[src/rtl/pipe_stall_ctrl.sv]
// Central staller for a 5-stage RISC-V core: arbitrates the single memory port
// between fetch and load/store and issues per-stage GO/STALL/BUBBLE codes.
module pipe_stall_ctrl #(
    parameter int unsigned TIMEOUT = 255
) (
    input  logic        dclk,
    input  logic        rst,
    input  logic        if_req_i,
    input  logic [31:0] if_addr_i,
    input  logic        mem_req_i,
    input  logic        mem_we_i,
    input  logic [31:0] mem_addr_i,
    input  logic [31:0] mem_wdata_i,
    input  logic        jump_i,
    input  logic        ld_use_i,
    output logic        ram_req_o,
    output logic        ram_we_o,
    output logic [31:0] ram_addr_o,
    output logic [31:0] ram_wdata_o,
    input  logic        ram_ack_i,
    input  logic [31:0] ram_rdata_i,
    output logic        if_ack_o,
    output logic        mem_ack_o,
    output logic [31:0] rdata_o,
    output logic [1:0]  stl_pc_o,
    output logic [1:0]  stl_ifid_o,
    output logic [1:0]  stl_idex_o,
    output logic [1:0]  stl_exmem_o,
    output logic [1:0]  stl_memwb_o,
    output logic        err_o
);

    localparam logic [1:0] GO     = 2'b00;
    localparam logic [1:0] STALL  = 2'b01;
    localparam logic [1:0] BUBBLE = 2'b10;
    localparam logic [7:0] TIMEOUT_C = 8'(TIMEOUT);

    typedef enum logic [1:0] {
        IDLE     = 2'b00,
        IF_WAIT  = 2'b01,
        MEM_WAIT = 2'b10
    } state_t;

    state_t      state_q, state_d;
    logic        drop_q, drop_d;
    logic [7:0]  cnt_q, cnt_d;
    logic        err_q, err_d;
    logic        req_q, req_d;
    logic        we_q, we_d;
    logic [31:0] addr_q, addr_d;
    logic [31:0] wdata_q, wdata_d;

    logic in_idle_s, in_if_s, in_mem_s;
    logic if_ack_s, mem_wait_s, fetch_pend_s;

    // State and request registers
    always_ff @(posedge dclk) begin
        if (rst) begin
            state_q <= IDLE;
            drop_q  <= 1'b0;
            cnt_q   <= 8'd0;
            err_q   <= 1'b0;
            req_q   <= 1'b0;
            we_q    <= 1'b0;
            addr_q  <= 32'd0;
            wdata_q <= 32'd0;
        end else begin
            state_q <= state_d;
            drop_q  <= drop_d;
            cnt_q   <= cnt_d;
            err_q   <= err_d;
            req_q   <= req_d;
            we_q    <= we_d;
            addr_q  <= addr_d;
            wdata_q <= wdata_d;
        end
    end

    // Arbitration, request capture, wait counter and drop tracking
    always_comb begin
        state_d = state_q;
        drop_d  = drop_q;
        cnt_d   = cnt_q;
        err_d   = err_q;
        req_d   = req_q;
        we_d    = we_q;
        addr_d  = addr_q;
        wdata_d = wdata_q;
        case (state_q)
            IDLE: begin
                if (mem_req_i) begin
                    state_d = MEM_WAIT;
                    req_d   = 1'b1;
                    we_d    = mem_we_i;
                    addr_d  = mem_addr_i;
                    wdata_d = mem_wdata_i;
                end else if (if_req_i) begin
                    state_d = IF_WAIT;
                    req_d   = 1'b1;
                    we_d    = 1'b0;
                    addr_d  = if_addr_i;
                    wdata_d = 32'd0;
                    drop_d  = jump_i;
                end else begin
                    state_d = IDLE;
                end
            end
            IF_WAIT, MEM_WAIT: begin
                if (ram_ack_i) begin
                    state_d = IDLE;
                    req_d   = 1'b0;
                    cnt_d   = 8'd0;
                    drop_d  = 1'b0;
                end else begin
                    // Saturate so a stuck memory cannot wrap the counter past the limit
                    if (cnt_q != 8'hFF) begin
                        cnt_d = cnt_q + 8'd1;
                    end else begin
                        cnt_d = cnt_q;
                    end
                    if (cnt_d == TIMEOUT_C) begin
                        err_d = 1'b1;
                    end else begin
                        err_d = err_q;
                    end
                    if ((state_q == IF_WAIT) && jump_i) begin
                        drop_d = 1'b1;
                    end else begin
                        drop_d = drop_q;
                    end
                end
            end
            default: begin
                state_d = IDLE;
            end
        endcase
    end

    assign in_idle_s    = (state_q == IDLE);
    assign in_if_s      = (state_q == IF_WAIT);
    assign in_mem_s     = (state_q == MEM_WAIT);
    assign if_ack_s     = in_if_s & ram_ack_i & ~drop_q & ~jump_i;
    assign mem_wait_s   = (in_idle_s & mem_req_i) | (in_mem_s & ~ram_ack_i);
    assign fetch_pend_s = (in_if_s & ~if_ack_s) | (in_idle_s & if_req_i);

    // Acks and prioritised stall codes
    always_comb begin
        if_ack_o    = 1'b0;
        mem_ack_o   = 1'b0;
        stl_pc_o    = GO;
        stl_ifid_o  = GO;
        stl_idex_o  = GO;
        stl_exmem_o = GO;
        stl_memwb_o = GO;
        if (!rst) begin
            if_ack_o  = if_ack_s;
            mem_ack_o = in_mem_s & ram_ack_i;
            if (mem_wait_s) begin
                stl_pc_o    = STALL;
                stl_ifid_o  = STALL;
                stl_idex_o  = STALL;
                stl_exmem_o = STALL;
                stl_memwb_o = BUBBLE;
            end else if (jump_i) begin
                stl_ifid_o  = BUBBLE;
                stl_idex_o  = BUBBLE;
            end else if (ld_use_i) begin
                stl_pc_o    = STALL;
                stl_ifid_o  = STALL;
                stl_idex_o  = BUBBLE;
            end else if (fetch_pend_s) begin
                stl_pc_o    = STALL;
                stl_ifid_o  = BUBBLE;
            end else begin
                stl_pc_o    = GO;
            end
        end else begin
            if_ack_o  = 1'b0;
            mem_ack_o = 1'b0;
        end
    end

    assign ram_req_o   = req_q;
    assign ram_we_o    = we_q;
    assign ram_addr_o  = addr_q;
    assign ram_wdata_o = wdata_q;
    assign rdata_o     = ram_rdata_i;
    assign err_o       = err_q;

endmodule

[config.mk]
export PLATFORM = sky130hd
export DESIGN_NAME = pipe_stall_ctrl
export DESIGN_NICKNAME = d
export VERILOG_FILES = /design/src/rtl/pipe_stall_ctrl.sv
export SDC_FILE = /design/constraint.sdc
export NUM_CORES = 1
export LEC_CHECK = 0
export BUFFER_PORTS_ARGS = -buffer_cell sky130_fd_sc_hd__buf_2
export CAP_MARGIN = 20
export CORE_MARGIN = 5
export CORE_UTILIZATION = 42
export CTS_CLUSTER_SIZE = 40
export DETAILED_ROUTE_END_ITERATION = 8
export HOLD_SLACK_MARGIN = 0.03
export PLACE_DENSITY = 0.85
export RECOVER_POWER = 25
export SLEW_MARGIN = 5
export SYNTH_ARGS = -nofsm -noshare
export SYNTH_HDL_FRONTEND = slang
export SYNTH_SLANG_ARGS = --single-unit
[constraint.sdc]
create_clock -name dclk -period 2.2 [get_ports dclk]
set_input_delay 0.44 -clock dclk [delete_from_list [all_inputs] [get_ports dclk]]
set_output_delay 0.44 -clock dclk [all_outputs]
set_load 0.02 [all_outputs]
==> metrics.md <==
| Metric | Value |
|---|---|
| Status | completed |
| Leakage | 2.15 nW |
| Total CTS buffers | 9 |
| Pins Over Slew Limit | 0 |
| Synthesis Warnings | 0 |
| Largest stage delay, worst path | 420 ps |
| FMAX | 466 MHz |
| Antenna violations before repair | 0 |
| Crit end category | output port |
| Simple-gate share of the synthesized area | 0.138 |
| Met1 usage | 0.193 |
| Area Growth Syn to Fin | 25.9% |
| # rows | 34 |
| Cell area after layout | 4610 um2 |
| Post-synth EDFFs | 0 |
| Cell Pwr Density | 732 nW/um2 |
| DR vias/cell | 5.20 |
| CP Launch Type | register |
| Yosys reg bits | 78 |
| Sink Count | 78 |
| WP data required | 1760 ps |
| Fin crit share | 0.975 |
| Port buffer count | 179 |
| Commonest non-fill, non-tap cell in the layout | buf_2 |
| Largest net degree at the start of global routing | 53 |
| Clock buffer depth | 2 |
| Clock skew | 14.8 ps |
| Die Y | 103 um |
| Design Power | 3.37 mW |
| Peak supply drop | 443 uV |
| Share of synthesized flip-flops with an asynchronous set or reset | 0 |
| Unique cell type count in the Yosys netlist | 43 |
| Slew margin rel. | 0.551 |
| CP Cell Sequence | or3b_4 > a221oi_2 > o21a_1 > nor2_1 > buf_4 |
| CTS Root Cell | clkbuf_8 |
| Vias in the first global route | 3230 |
| Crit path max fanout | 3 |
| Layout cells sized above 1 | 0.373 |
| Area of the core | 8590 um2 |
| CTS tree | built |
| Mapped Cells | 412 |
| Routed Wire Length | 9580 um |
| Post-layout min period | 2140 ps |
| Top Ports | 247 |
| Initial Util | 0.426 |
| Vias | 3435 |
| RD Place Congestion | 0.963 |
| Worst-Skew Late Latency | 340 ps |
| Final Core Density | 0.536 |
| M3 GR Usage | 0.0550 |
| Largest family of logic cells by synthesized area | compound AO/OA/AOI/OAI gates |
| Final-report hold violation count | 0 |
| H-tree depth | 3 |
| Slowest CP cell | or3b_4 |
| Setup CP Type | register to output port |
| Tightest Pin Transition | 673 ps |
| Hpwl dp | 7210 um |
| Synth Area in Compound Gates | 0.212 |
| First DRT Iteration DRCs | 161 |
| Die area | 10700 um2 |
| Antenna Diode Count | 0 |
| Sequential share of the synthesized area | 0.427 |
| Synth Flop Type | dfxtp_1 |
| GRT Total Usage | 0.170 |
| Final net count | 687 |
| Setup TNS | 0 ps |
| Setup ws final | 55.5 ps |
| Final cell count without fillers | 660 |
| Top Usage Layer GRT | met2 |
| Synth Area in XOR/XNOR | 0 |
| Cell Area, Synth | 3660 um2 |
| Adder-cell share of the synthesized area | 0.0137 |
| Final setup violation count | 0 |
| Die width | 103 um |
| Clk slew on worst S/H paths | 100 ps |
| Drt wl/cell | 14.5 um |
| First-pass GRT wire length | 14700 um |
| Max-cap viol count | 0 |
| RSZ-0062 raised after global routing | yes |
| Post-place setup slack | 97.3 ps |
| Placed Instances | 641 |
| DRT Pass-1 Iters | 4 |
| GR Util met2 | 0.296 |
| Post-DP Area | 4390 um2 |
| Worst hold-check path type | input pin to register |
| Hold Slack | 335 ps |
| Grt ovf | 0 |
| DRC | 0 |
| Post-synthesis mux area share | 0.0903 |
| Critical Path AT | 1700 ps |
| Syn_area_per_cell | 8.88 um2 |
| Commonest cells after routing, fill and taps aside | buf_2, dfxtp_1, nor2_1 |
| Post-route ant nets | 0 |
==> area by class of cell <==
cell class                 count  area [um2]
timing repair buffer         191        1010
clock inverter                 7        55.1
clock buffer                   9         124
sequential                    78        1560
tap                          108         135
multi-input combinational    261        1700
fill                         796        3990
inverter                       6        22.5
==> Yosys cell counts (2+ instances only) <==
cell      instances  area share
a22oi_1          34       0.070
a31oi_1           3      0.0051
and2_1            3      0.0051
clkbuf_1         17       0.017
a21oi_1          11       0.015
buf_1             5      0.0051
nor2_1           75       0.077
buf_2            10       0.014
nand3_1           5      0.0068
ha_1              4       0.014
nand2b_1          2      0.0034
mux2i_1          33       0.090
buf_4            37       0.076
a211oi_1         37       0.076
a31o_2            2      0.0048
o21a_1            2      0.0041
o21ai_0           6      0.0082
and3b_1           2      0.0048
or3_1             2      0.0034
inv_1             6      0.0062
nand2_1          11       0.011
nor3b_1           3      0.0062
dfxtp_1          78        0.43
nor3_1            3      0.0041
a41oi_1           2      0.0048
nand4_1           2      0.0034
==> kinds of logic (layout without fill, tap and decap cells) <==
family,count (synthesis),after routing
AO/OA/AOI/OAI,107,107
other,1,3
multiplexers,33,33
adder cells (fa/ha/maj),4,4
AND/OR/NAND/NOR,114,114
flip-flops,78,78
buffers and inverters,75,213
==> critical path, delay by kind of cell, from the launching register on <==
kind | cells | cell delay (ps)
simple gates | 2 | 460
compound gates | 2 | 380
flops | 1 | 340
buf+inv | 1 | 180
==> report_power, final <==
group | internal, mW | switching, mW
logic | 0.318 | 0.482
registers | 1.53 | 0.0618
clock network | 0.426 | 0.559
==> worst paths after layout <==
path,from,to,slack [ps],depth (start not counted)
worst min-delay path,mem_wdata_i[11],ram_wdata_o[11]$_SDFFE_PP0P_,330,3
worst max register to register,cnt_q[0]$_SDFFE_PP0N_,err_o$_SDFFE_PP0P_,270,5
worst min register to register,err_o$_SDFFE_PP0P_,err_o$_SDFFE_PP0P_,480,2
worst max-delay path,drop_q$_SDFFE_PP0P_,stl_pc_o[0],60,5
==> routing by layer <==
metal  vias to the layer above  routed length (um)  part of all wire
met5                         -                   0                 0
met4                         0                 190             0.020
met3                        17                 798             0.083
met2                       140                4860              0.51
met1                      1581                3730              0.39
li1                       1697                   -                 -
==> registers in the layout, summed over array words and instances, names as in the netlist <==
signal and count:
drop_q 1, ram_we_o 1, ram_req_o 1, ram_wdata_o 32
state_q 2, ram_addr_o 32, cnt_q 8, err_o 1
==> repair_timing <==
item | 4_1_cts | 5_1_grt
resized for setup | 6 | 3
endpoints found under the setup margin | 7 | 3
buffers inserted | 1 | 1
pin swaps | 1 | 2
hold buffers | 0 | 0
(Power assumes the default switching activity.)
